File: config.mk
export PLATFORM = sky130hd
export DESIGN_NAME = if_id_queue
export DESIGN_NICKNAME = d
export VERILOG_FILES = /design/src/rtl/if_id_queue_pkg.sv /design/src/rtl/if_id_queue_ifq_storage.sv /design/src/rtl/if_id_queue.sv
export SDC_FILE = /design/constraint.sdc
export NUM_CORES = 1
export LEC_CHECK = 0
export CAP_MARGIN = 20
export CORE_ASPECT_RATIO = 1.25
export CORE_MARGIN = 2
export CORE_UTILIZATION = 55
export DETAILED_ROUTE_END_ITERATION = 12
export HOLD_SLACK_MARGIN = 0.08
export PLACE_DENSITY = 0.8
export SLEW_MARGIN = 40
export SYNTH_ARGS = -nofsm -noshare
export SYNTH_HDL_FRONTEND = slang
export SYNTH_SLANG_ARGS = --single-unit
export TNS_END_PERCENT = 100
File: constraint.sdc
create_clock -name CLK -period 8 [get_ports CLK]
set_input_delay 1.2 -clock CLK [delete_from_list [all_inputs] [get_ports CLK]]
set_output_delay 1.2 -clock CLK [all_outputs]
set_load 0.01 [all_outputs]
File: src/rtl/if_id_queue_pkg.sv
// Shared sizing and entry layout for the IF->ID instruction queue.
// An entry packs {pred, pc_plus4, pc, instr} from MSB to LSB.
package if_id_queue_pkg;

  localparam int unsigned IFQ_DEPTH  = 4;
  localparam int unsigned IFQ_DATA_W = 32;

  function automatic int unsigned ifq_entry_w(input int unsigned data_w);
    return 3 * data_w + 1;
  endfunction

  function automatic int unsigned ifq_off_instr(input int unsigned data_w);
    return 0 * data_w;
  endfunction

  function automatic int unsigned ifq_off_pc(input int unsigned data_w);
    return 1 * data_w;
  endfunction

  function automatic int unsigned ifq_off_pc4(input int unsigned data_w);
    return 2 * data_w;
  endfunction

  function automatic int unsigned ifq_off_pred(input int unsigned data_w);
    return 3 * data_w;
  endfunction

endpackage

File: src/rtl/if_id_queue_ifq_storage.sv
// DEPTH x ENTRY_W register array: one synchronous write port, one async read port.
// Contents are never cleared; the owner tracks validity.
module if_id_queue_ifq_storage
  import if_id_queue_pkg::*;
#(
  parameter int unsigned DEPTH   = IFQ_DEPTH,
  parameter int unsigned ENTRY_W = ifq_entry_w(IFQ_DATA_W),
  localparam int unsigned ADDR_W = $clog2(DEPTH)
) (
  input  logic               clk_i,
  input  logic               we_i,
  input  logic [ADDR_W-1:0]  waddr_i,
  input  logic [ENTRY_W-1:0] wdata_i,
  input  logic [ADDR_W-1:0]  raddr_i,
  output logic [ENTRY_W-1:0] rdata_o
);

  logic [ENTRY_W-1:0] mem_q [DEPTH];

  always_ff @(posedge clk_i) begin
    if (we_i) begin
      mem_q[waddr_i] <= wdata_i;
    end
  end

  assign rdata_o = mem_q[raddr_i];

endmodule

File: src/rtl/if_id_queue.sv
// IF->ID instruction queue: decouples fetch from decode stalls.
// Head entry is shown combinationally; an empty queue presents an all-zero bubble.
module if_id_queue
  import if_id_queue_pkg::*;
#(
  parameter int unsigned DEPTH  = IFQ_DEPTH,
  parameter int unsigned DATA_W = IFQ_DATA_W,
  parameter int unsigned CNT_W  = $clog2(DEPTH) + 1
) (
  input  logic              CLK,
  input  logic              RESET,
  input  logic              FLUSH,
  input  logic              STALL,
  input  logic              IF_VALID,
  input  logic [DATA_W-1:0] Instr1_IF,
  input  logic [DATA_W-1:0] Instr_PC_IF,
  input  logic [DATA_W-1:0] Instr_PC_Plus4_IF,
  input  logic              Branch_prediction_IN,
  output logic              IF_READY,
  output logic              OUT_VALID,
  output logic [DATA_W-1:0] Instr1_OUT,
  output logic [DATA_W-1:0] Instr_PC_OUT,
  output logic [DATA_W-1:0] Instr_PC_Plus4,
  output logic              Branch_prediction_OUT,
  output logic [CNT_W-1:0]  OCCUPANCY
);

  localparam int unsigned ADDR_W    = $clog2(DEPTH);
  localparam int unsigned ENTRY_W   = ifq_entry_w(DATA_W);
  localparam int unsigned OFF_INSTR = ifq_off_instr(DATA_W);
  localparam int unsigned OFF_PC    = ifq_off_pc(DATA_W);
  localparam int unsigned OFF_PC4   = ifq_off_pc4(DATA_W);
  localparam int unsigned OFF_PRED  = ifq_off_pred(DATA_W);

  logic [ADDR_W-1:0]  rd_ptr_q, rd_ptr_d;
  logic [ADDR_W-1:0]  wr_ptr_q, wr_ptr_d;
  logic [CNT_W-1:0]   count_q, count_d;
  logic               push, pop, not_full;
  logic               store_we;
  logic [ENTRY_W-1:0] wdata, rdata;

  assign OUT_VALID = (count_q != '0);
  assign not_full  = (count_q < CNT_W'(DEPTH));
  assign pop       = OUT_VALID & ~STALL;
  // Same-cycle pop frees a slot, so a full queue can still accept.
  assign IF_READY  = not_full | pop;
  assign push      = IF_VALID & IF_READY;
  assign store_we  = push & ~FLUSH;

  assign wdata = {Branch_prediction_IN, Instr_PC_Plus4_IF, Instr_PC_IF, Instr1_IF};

  if_id_queue_ifq_storage #(
    .DEPTH   (DEPTH),
    .ENTRY_W (ENTRY_W)
  ) u_storage (
    .clk_i   (CLK),
    .we_i    (store_we),
    .waddr_i (wr_ptr_q),
    .wdata_i (wdata),
    .raddr_i (rd_ptr_q),
    .rdata_o (rdata)
  );

  // Pointer and occupancy next-state; flush discards both push and pop.
  always_comb begin
    rd_ptr_d = rd_ptr_q;
    wr_ptr_d = wr_ptr_q;
    count_d  = count_q;
    if (FLUSH) begin
      rd_ptr_d = '0;
      wr_ptr_d = '0;
      count_d  = '0;
    end else begin
      if (push) begin
        wr_ptr_d = wr_ptr_q + ADDR_W'(1);
      end
      if (pop) begin
        rd_ptr_d = rd_ptr_q + ADDR_W'(1);
      end
      if (push && !pop) begin
        count_d = count_q + CNT_W'(1);
      end else if (pop && !push) begin
        count_d = count_q - CNT_W'(1);
      end
    end
  end

  always_ff @(posedge CLK) begin
    if (!RESET) begin
      rd_ptr_q <= '0;
      wr_ptr_q <= '0;
      count_q  <= '0;
    end else begin
      rd_ptr_q <= rd_ptr_d;
      wr_ptr_q <= wr_ptr_d;
      count_q  <= count_d;
    end
  end

  assign Instr1_OUT            = OUT_VALID ? rdata[OFF_INSTR +: DATA_W] : '0;
  assign Instr_PC_OUT          = OUT_VALID ? rdata[OFF_PC +: DATA_W]    : '0;
  assign Instr_PC_Plus4        = OUT_VALID ? rdata[OFF_PC4 +: DATA_W]   : '0;
  assign Branch_prediction_OUT = OUT_VALID & rdata[OFF_PRED];
  assign OCCUPANCY             = count_q;

endmodule

==> metrics.cfg, run 1 <==
[run_status]
run_status=finished, final reports clean

[timing]
final_hold_violation_count=0
report.final.setup_viol=0
achievable-frequency_ghz=0.225
slew_headroom=0.468
timing.final.crit_share=0.557
slew_violations=0
skew_ns=0.0146
grt_setup_unrepaired=false
finalWorstPathRequiredPeriod_ns=4.45
total_neg_setup_slack_ns=0
worst_hold_margin_ns=0.508
worst_slew_pin_slew_ns=0.798

[worst_hold_path]
timing.hold.worst_path_depth=2
worstHoldPathType=reg2reg
min_from=rd_ptr_q[1]

[worst_setup_path]
worstReg2RegEnd=OCCUPANCY[2]
critical_path_class=reg2out
worst_setup_path_end_kind=primary output
critical_path.reg2reg.startpoint=OCCUPANCY[0]
worstPathMaxFanout=34
timing.reg2reg.setup_slack_ns=4.89
reg2reg_depth=10
setup.worst_path.start_class=flip-flop
timing.critical_path.arrival_ns=3.25
crit_path_required_time_ns=6.80

[power]
p_seq_frac=0.528
power.net_switching_uw=919
power_leakage_uw=0.00584
internal-power_uw=3510
pwr_density_cell_mw_per_mm2=238
p_comb_frac=0.100
power.share.clock=0.372
irDropWorstVdd_v=0.000190
p_sw_frac=0.207

[die]
die_h_um=189
fp.coreArea_sq_mm=0.0269
die_area_sq_mm=0.0288
initial_utilization=0.561
die_w_um=152
placementRows=67
floorplan.io_pins=204

[clock_network]
cts_tree=yes
cts-buffers-inserted=36
clk_pin_slew_ns=0.06
htree_num_levels=2
tritoncts_num_sinks=397
root_buffer=sky130_fd_sc_hd__clkbuf_16
cts.path.max_buffers=3
cts_hold_buf=0
postCtsResizedCells=0
post_cts.repair.setup_buffers=0
clkLatencyLatePin_ns=0.51

[layout]
final_cell_count_no_fill=1256
layout.cells.most_common_list=sky130_fd_sc_hd__edfxtp_1, sky130_fd_sc_hd__clkdlybuf4s50_1, sky130_fd_sc_hd__mux4_2, sky130_fd_sc_hd__and2_1, sky130_fd_sc_hd__clkbuf_16
final_layout_size_suffix_gt1_frac=0.181
synthesis_to_layout_area_growth_pct=23.3
seqCellArea_sq_mm=0.0118
layout.filler_cells=1619
finish.utilization=0.691
multi_input_area_sq_mm=0.00307
most_common_cell_after_layout_fill_and_taps_aside=sky130_fd_sc_hd__edfxtp_1
nets=988
final_std_cell_area_no_fill_sq_mm=0.0186

[logic_synthesis]
synth.distinct_cells=23
netlist_area_sq_mm=0.0151
yosysWarnings=0
syn-mean-instance-area_sq_um=22.7
synth_largest_area_cell=sky130_fd_sc_hd__edfxtp_1
ys_top_cells_by_area=sky130_fd_sc_hd__edfxtp_1, sky130_fd_sc_hd__mux4_2, sky130_fd_sc_hd__and2_1, sky130_fd_sc_hd__dfxtp_1, sky130_fd_sc_hd__clkbuf_1
postSynthNetCount=772
synth_top_area_frac=0.772
synth-seq-cells=397
netlist_instances=664
seq_area_frac_synth=0.784

[route]
wl_um=29200
routed_via_density=5.67
drt_pass1_iterations=5
antenna_left=0
drc=0
detail_route.iter0.violations=497
vias=7119
post_drt_wl_per_cell_um=23.2

[global_route]
globalRouteTotalUtil=0.204
via_count_of_the_first_global_routing_pass=7459
antenna_found_initial=5
grt_start_max_net_pins=75
grt_overflow_total=0
grt_first_pass_wirelength_um=44500

[place]
place_inst=1187
port_buffers=203
place_hpwl_um=17200
placedInstanceArea_sq_mm=0.0175
place.gp.congestion=0.733

[flow_run]
timing.max_cap.violations=0

-- power groups by stage --
stage	Sequential [uW]	Clock (uW)	Combinational, uW
global placement	2380	0	440
CTS	2340	1680	451
global route	2340	1760	474
detailed placement	2380	0	447
floorplan	2380	0	197
finish	2340	1650	442
-- Yosys cell counts, drive strengths merged --
master / instances
nor2b: 1
and2: 101
ha: 5
nor2: 4
inv: 4
mux2i: 2
nand2: 1
o21ai: 3
dfxtp: 9
mux4: 97
xor2: 2
xnor2: 1
clkbuf: 17
fa: 1
or3: 3
edfxtp: 388
a21boi: 1
buf: 16
nand2b: 3
a21oi: 4
nor3: 1
-- layer usage --
metal | part of all wire | vias up | track usage
met5 | 0.00045 | - | 0
li1 | - | 3136 | -
met3 | 0.050 | 53 | 0.0352
met4 | 0.029 | 2 | 0.0651
met2 | 0.52 | 234 | 0.349
met1 | 0.40 | 3694 | 0.271
-- kinds of logic (layout without fill, tap and decap cells) --
group,count (synthesis),in the layout,synth area share
DFF,397,397,0.784
and+or+nand+nor,114,114,0.0463
muxes,99,99,0.146
buffers and inverters,37,280,0.0136
AOI/OAI and AO/OA,8,8,0.00282
adders and majority gates,6,6,0.00547
xor gates and xnor gates,3,3,0.00174
other,0,4,0
-- worst max path at each step --
stage          startpoint                endpoint  cells after the start
2_1_floorplan    IF_VALID   u_storage.mem_q[0][0]                      3
3_3_place_gp     IF_VALID  u_storage.mem_q[0][25]                      5
3_5_place_dp        STALL  u_storage.mem_q[1][29]                      5
4_1_cts         flip-flop        Instr_PC_OUT[27]                      4
5_1_grt         flip-flop       Instr_PC_Plus4[5]                      4
6_report        flip-flop       Instr_PC_Plus4[1]                      4
-- cell type report --
cell class | instances | area share
Sequential cell | 397 | 0.636
Multi-Input combinational cell | 230 | 0.165
Inverter | 4 | 0.000807
Tap cell | 345 | 0.0232
Timing Repair Buffer | 211 | 0.113
Antenna cell | 4 | 0.000538
Clock inverter | 23 | 0.0105
Clock buffer | 42 | 0.0508
-- metrics by stage --
step | worst slack, ns | power [uW]
after floorplan | 3.52 | 2580
after global placement | 3.79 | 2820
after detailed placement | 3.76 | 2830
after CTS | 3.42 | 4470
after global routing | 3.31 | 4580
final | 3.55 | 4430
-- sequential cells by signal, indices dropped and copies added, names as in the netlist, named ones only --
| signal | flops |
|---|---|
| u_storage.mem_q | 388 |
| OCCUPANCY | 3 |
| rd_ptr_q | 2 |
| wr_ptr_q | 2 |
-- worst max-delay path: stages (launching register included) --
cell                              delay (ns)
sky130_fd_sc_hd__dfxtp_4                0.77
sky130_fd_sc_hd__buf_4                  0.67
sky130_fd_sc_hd__mux4_2                 0.60
sky130_fd_sc_hd__and2_1                 0.18
sky130_fd_sc_hd__clkdlybuf4s50_1        0.49
Note: power is estimated with default switching activity, not from simulation.
==> run 2, diff against run 1 <==
Clock period 8 ns to 4.1 ns, I/O delays scaled along.
==> run 2 against run 1 <==
Effect of this change:
- sequential power rose by 95%
- critical path depth did not move
- core utilization rose by 0.80 points
- flip-flop and latch count did not move
- first-iteration DRC count rose by 2.6%
- sequential share of layout area fell by 0.73 points
- critical endpoint is now Instr_PC_OUT[7]
- routed wire length rose by 0.42%
- die area did not move
- critical path type unchanged
- via count rose by 0.81%
==> metrics.cfg, run 2 (same netlist as run 1, synthesis figures left out) <==
[run_status]
run_status=finished, final reports clean

[worst_hold_path]
min_from=rd_ptr_q[0]
worstHoldPathType=reg2reg
timing.hold.worst_path_depth=2  ; unchanged

[die]
die_w_um=152  ; unchanged
placementRows=67  ; unchanged
initial_utilization=0.561  ; unchanged
die_h_um=189  ; unchanged
fp.coreArea_sq_mm=0.0269  ; unchanged
die_area_sq_mm=0.0288  ; unchanged
floorplan.io_pins=204  ; unchanged

[place]
place_hpwl_um=17900  ; +4.5%
place.gp.congestion=0.702  ; -4.2%
place_inst=1195  ; +0.67%
placedInstanceArea_sq_mm=0.0176  ; +0.83%
port_buffers=203  ; unchanged
post-place-ws_ns=0.911  ; -2.85 ns

[clock_network]
cts-buffers-inserted=38  ; +5.6%
cts_tree=yes
tritoncts_num_sinks=397  ; unchanged
cts_hold_buf=0  ; unchanged
cts.path.max_buffers=3  ; unchanged
postCtsResizedCells=0  ; unchanged
post_cts.repair.setup_buffers=0  ; unchanged
clkLatencyLatePin_ns=0.52  ; about the same
htree_num_levels=2  ; unchanged
root_buffer=sky130_fd_sc_hd__clkbuf_16
clk_pin_slew_ns=0.06  ; about the same

[route]
wl_um=29300  ; +0.42%
drc=0  ; unchanged
drt_pass1_iterations=5  ; unchanged
vias=7177  ; +0.81%
antenna_left=0  ; unchanged
post_drt_wl_per_cell_um=23.2  ; -0.37%
detail_route.iter0.violations=510  ; +2.6%
routed_via_density=5.67  ; about the same

[timing]
total_neg_setup_slack_ns=0  ; unchanged
worst_slew_pin_slew_ns=0.772  ; -0.0256 ns
achievable-frequency_ghz=0.287
slew_violations=0  ; unchanged
report.final.setup_viol=0  ; unchanged
skew_ns=0.0106  ; -0.00401 ns
finalWorstPathRequiredPeriod_ns=3.49
final.setup.worst_slack_ns=0.615  ; -2.93 ns
grt_setup_unrepaired=false
timing.final.crit_share=0.850
slew_headroom=0.485  ; +0.0170
final_hold_violation_count=0  ; unchanged

[layout]
synthesis_to_layout_area_growth_pct=24.7
finish.utilization=0.700  ; +0.00804
largest_reg_flops=388  ; unchanged
largest-register=u_storage.mem_q
final_cell_count_no_fill=1266  ; +0.80%
nets=998  ; +1.0%
most_common_cell_after_layout_fill_and_taps_aside=sky130_fd_sc_hd__edfxtp_1
layout.cells.most_common_list=sky130_fd_sc_hd__edfxtp_1, sky130_fd_sc_hd__clkdlybuf4s50_1, sky130_fd_sc_hd__mux4_2, sky130_fd_sc_hd__and2_1, sky130_fd_sc_hd__clkbuf_16
final_layout_size_suffix_gt1_frac=0.188  ; +0.00743
final_std_cell_area_no_fill_sq_mm=0.0188  ; +1.2%

[worst_setup_path]
critical_path.reg2reg.startpoint=OCCUPANCY[0]
critical_path_cell_count=4  ; unchanged
worstPathMaxFanout=29  ; -15%
timing.critical_path.cells=buf_4, mux4_2, and2_1, clkdlybuf4s50_1
timing.critical_path.arrival_ns=2.87  ; -0.38 ns
critical-path-top-delay-family=buffers and inverters
crit_path_required_time_ns=3.48  ; -3.32 ns
setup.worst_path.start_class=flip-flop
cpMaxStageDelayCell=sky130_fd_sc_hd__dfxtp_4
worst_setup_path_end_kind=primary output
cp_slowest_stage_delay_ns=0.74  ; -0.03 ns
critical_path_class=reg2out
cp.buffers_inverters=2  ; unchanged
reg2reg_depth=9  ; -1

[global_route]
antenna_found_initial=4  ; -1
grt_overflow_total=0  ; unchanged
grt_first_pass_wirelength_um=44600  ; +0.22%
via_count_of_the_first_global_routing_pass=7798  ; +4.5%
grt_start_max_net_pins=98  ; +31%
globalRouteTotalUtil=0.204  ; +0.000292

[power]
pwr_density_cell_mw_per_mm2=468  ; +97%
irDropWorstVdd_v=0.000398  ; +110%
power_leakage_uw=0.00595  ; +1.8%

[flow_run]
timing.max_cap.violations=0  ; unchanged

run 2: cell types whose count changed in the layout (fill, tap and decap cells not counted), sizes merged:
cell	before	now
clkinvlp	3	1
clkbuf	42	47
diode	4	2
bufinv	3	4
buf	8	16
run 2: worst register-to-register path, delay by kind of cell (launching register included):
| kind | cells | cell delay, ns |
|---|---|---|
| fa+ha+maj | 2 | 0.58 |
| simple gates | 3 | 0.96 |
| flops | 1 | 0.37 |
| compound gates | 1 | 0.14 |
| xor+xnor | 1 | 0.16 |
| buf+inv | 2 | 0.50 |
run 2: path summary, 6_finish.rpt:
check	end	slack, ns
min reg2reg	flip-flop	0.52
max reg2reg	OCCUPANCY[2]	1.32
min	flip-flop	0.52
max	Instr_PC_OUT[7]	0.61
run 2: layer usage:
layer / vias to the layer above / global-route usage / part of all wire
li1: 3155 / - / -
met1: 3740 / 0.260 / 0.38
met2: 225 / 0.361 / 0.54
met3: 53 / 0.0304 / 0.046
met4: 4 / 0.0737 / 0.029
met5: - / 0 / 0.00085
run 2: cell type report:
cell class	instances	area [sq um]
Antenna cell	2	5.00
Clock buffer	47	1010
Clock inverter	22	210
Fill cell	1598	8090
Inverter	4	15.0
Multi-Input combinational cell	230	3070
Sequential cell	397	11800
Tap cell	345	432
Timing Repair Buffer	219	2250
run 2: through the flow:
step                      total power [uW]  hold slack, ns
after floorplan                       5030           0.459
after global placement                5520           0.463
after detailed placement              5540           0.504
after CTS                             8890           0.521
after global routing                  9110           0.572
final                                 8810           0.525
run 2: power breakdown:
group          switching [uW]  total, uW  leakage (uW)  internal (uW)
logic                     386        874       0.00175            489
registers                31.0       4570       0.00360           4540
clock network            1370       3370      0.000596           2000
==> run 3, diff against run 2 <==
Settings changed: SYNTH_HIERARCHICAL set to 1.
==> run 3 against run 2 <==
Effect of this change:
- sequential power barely moved
- cell count shrank 0.16%
- non-clock buffer count up 7
- core utilization increased by 0.11 points
- largest cell class unchanged
- register-to-register slack improved by 0.36 ns
- clock-buffer cell count increased by 1
- worst setup slack worse by 0.0040 ns
- highest routed layer is now met4
- total power fell by 0.71%
- worst hold slack better by 0.076 ns
- synthesized cell count shrank 1.1%
- first-iteration DRC count shrank 7.8%
- largest power group unchanged
- design area is 0.16% higher
==> metrics.cfg, run 3 <==
[clock_network]
postCtsResizedCells=0  ; unchanged
htree_num_levels=2  ; unchanged
root_buffer=sky130_fd_sc_hd__clkbuf_16
cts-buffers-inserted=38  ; unchanged
post_cts.repair.setup_buffers=0  ; unchanged
cts_hold_buf=0  ; unchanged
clkLatencyLatePin_ns=0.51  ; about the same
clk_pin_slew_ns=0.06  ; about the same
tritoncts_num_sinks=395  ; -0.50%
cts.path.max_buffers=3  ; unchanged
cts_tree=yes

[logic_synthesis]
synth_enable_flop_cells=388  ; unchanged
ys_top_cells_by_area=sky130_fd_sc_hd__edfxtp_1, sky130_fd_sc_hd__mux4_2, sky130_fd_sc_hd__and2_1, sky130_fd_sc_hd__dfxtp_1, sky130_fd_sc_hd__and2_4
synth_top_area_frac=0.774  ; +0.00173
synth_common_cells=sky130_fd_sc_hd__edfxtp_1, sky130_fd_sc_hd__mux4_2, sky130_fd_sc_hd__and2_1
synth-seq-cells=395  ; -0.50%
synth_top_flop_cell=sky130_fd_sc_hd__edfxtp_1
synth_largest_area_cell=sky130_fd_sc_hd__edfxtp_1
synth.distinct_cells=30  ; +30%
netlist_instances=657  ; -1.1%
netlist_area_sq_mm=0.0151  ; -0.22%
synth-async-reset-ratio=0  ; unchanged
syn-mean-instance-area_sq_um=22.9  ; +0.84%
yosysMostFrequentCell=sky130_fd_sc_hd__edfxtp_1
postSynthNetCount=761  ; -1.4%
seq_area_frac_synth=0.783  ; -0.000900
yosysWarnings=6  ; +6

[worst_setup_path]
setup.worst_path.start_class=flip-flop
worstPathMaxFanout=34  ; +17%
timing.critical_path.cells=buf_4, mux4_2, and2_1, clkdlybuf4s50_1
cp_slowest_stage_delay_ns=0.80  ; +0.06 ns
worstSetupEndpoint=Instr_PC_OUT[19]
timing.reg2reg.setup_slack_ns=1.68  ; +0.36 ns
critical_path.reg2reg.startpoint=OCCUPANCY[2]
critical_path_class=reg2out
reg2reg_depth=4  ; -5
critical-path-top-delay-family=buffers and inverters
worstReg2RegEnd=u_storage/mem_q[0][43]
worst_setup_path_startpoint=rd_ptr_q[0]
timing.critical_path.arrival_ns=2.87  ; about the same
worst_setup_path_end_kind=primary output
crit_path_required_time_ns=3.48  ; about the same
cp.buffers_inverters=2  ; unchanged
critical_path_cell_count=4  ; unchanged
cpMaxStageDelayCell=sky130_fd_sc_hd__dfxtp_4

[timing]
report.final.setup_viol=0  ; unchanged
grt_setup_unrepaired=false
worst_slew_pin_slew_ns=0.811  ; +0.0383 ns
slew_headroom=0.460  ; -0.0255
skew_ns=0.00914  ; -0.00150 ns
finalWorstPathRequiredPeriod_ns=3.49  ; +0.00401 ns
final_hold_violation_count=0  ; unchanged
timing.final.crit_share=0.851  ; +0.000979
slew_violations=0  ; unchanged
achievable-frequency_ghz=0.287  ; -0.12%
total_neg_setup_slack_ns=0  ; unchanged

[die]
initial_utilization=0.560  ; -0.00126
die_area_sq_mm=0.0287  ; -0.22%
die_w_um=152  ; -0.11%
die_h_um=189  ; -0.11%
placementRows=67  ; unchanged
fp.coreArea_sq_mm=0.0269  ; unchanged
floorplan.io_pins=204  ; unchanged

[layout]
largest_reg_flops=388  ; unchanged
final_cell_count_no_fill=1264  ; -0.16%
nets=994  ; -0.40%
most_common_cell_after_layout_fill_and_taps_aside=sky130_fd_sc_hd__edfxtp_1
largest-register=u_storage/mem_q
synthesis_to_layout_area_growth_pct=25.2
final_layout_size_suffix_gt1_frac=0.205  ; +0.0163
finish.utilization=0.701  ; +0.00112
n_antenna_cell=0  ; -2
layout.cells.most_common_list=sky130_fd_sc_hd__edfxtp_1, sky130_fd_sc_hd__clkdlybuf4s50_1, sky130_fd_sc_hd__mux4_2

[global_route]
antenna_found_initial=0  ; -4
globalRouteTotalUtil=0.202  ; -0.00223
via_count_of_the_first_global_routing_pass=7647  ; -1.9%
grt_start_max_net_pins=81  ; -17%
grt_first_pass_wirelength_um=44200  ; -0.93%
grt_overflow_total=0  ; unchanged

[worst_hold_path]
worstHoldPathType=reg2reg

[power]
finalPower_uw=8750  ; -0.71%
irDropWorstVdd_v=0.000400  ; +0.48%
power_leakage_uw=0.00594  ; about the same
pwr_density_cell_mw_per_mm2=464  ; -0.87%

[route]
detail_route.iter0.violations=470  ; -7.8%
post_drt_wl_per_cell_um=22.7  ; -2.1%
drt_pass1_iterations=4  ; -1
wl_um=28600  ; -2.3%
drc=0  ; unchanged
antenna_left=0  ; unchanged
vias=7104  ; -1.0%
routed_via_density=5.62  ; -0.86%

[place]
place_hpwl_um=17100  ; -4.4%
place_inst=1195  ; unchanged
place.gp.congestion=0.743  ; +5.8%
port_buffers=203  ; unchanged

[run_status]
run_status=finished, final reports clean

[flow_run]
timing.max_cap.violations=0  ; unchanged

[run 3: power breakdown]
part           internal [uW]  switching (uW)  total (uW)
logic                    510             389         900
clock network           1930            1370        3300
registers               4510            33.6        4550
[run 3: worst register-to-register path: stages (launching register included)]
cell and delay (ns):
sky130_fd_sc_hd__dfxtp_1 0.37, sky130_fd_sc_hd__a21boi_1 0.37, sky130_fd_sc_hd__nor2b_1 0.33, sky130_fd_sc_hd__nor3b_4 0.71, sky130_fd_sc_hd__buf_12 0.30
[run 3: worst min path at each step]
| stage | from | end | slack [ns] | cells past startpoint |
|---|---|---|---|---|
| final | OCCUPANCY[2] | OCCUPANCY[2] | 0.60 | 2 |
| after global routing | OCCUPANCY[2] | OCCUPANCY[2] | 0.63 | 2 |
| after CTS | OCCUPANCY[2] | OCCUPANCY[2] | 0.60 | 2 |
| after detailed placement | OCCUPANCY[2] | OCCUPANCY[2] | 0.59 | 2 |
| after global placement | OCCUPANCY[2] | OCCUPANCY[2] | 0.56 | 2 |
| after floorplan | rd_ptr_q[1] | rd_ptr_q[1] | 0.45 | 2 |
[run 3: cells by family after synthesis]
family / Yosys count / share of synthesized area
compound gates: 9 / 0.00357
xor+xnor: 3 / 0.00175
fa+ha+maj: 2 / 0.00216
buf+inv: 36 / 0.0145
flops: 395 / 0.783
mux: 98 / 0.146
simple gates: 114 / 0.0493
[run 3: stage by stage]
step	setup slack [ns]	area, sq um	hold WS [ns]
floorplan	0.0119	15100	0.455
global placement	0.995	17700	0.560
detailed placement	0.907	17700	0.588
CTS	0.549	18900	0.597
global route	0.470	18900	0.630
finish	0.611	18900	0.601
[run 3: layer usage]
layer  wire length, um  share of wire  global-route usage  vias to the layer above
met5                 0              0                   0                        -
met4               777          0.027              0.0640                        0
met3              1410          0.049              0.0357                       44
met2             15300           0.53               0.353                      214
met1             11200           0.39               0.262                     3690
li1                  -              -                   -                     3156
[run 3: cell type report]
| class | instances | area (sq um) |
|---|---|---|
| Clock buffer | 48 | 1010 |
| Fill cell | 1601 | 8060 |
| Timing Repair Buffer | 226 | 2350 |
| Sequential cell | 395 | 11800 |
| Multi-Input combinational cell | 226 | 3070 |
| Inverter | 3 | 11.3 |
| Tap cell | 345 | 432 |
| Clock inverter | 21 | 175 |
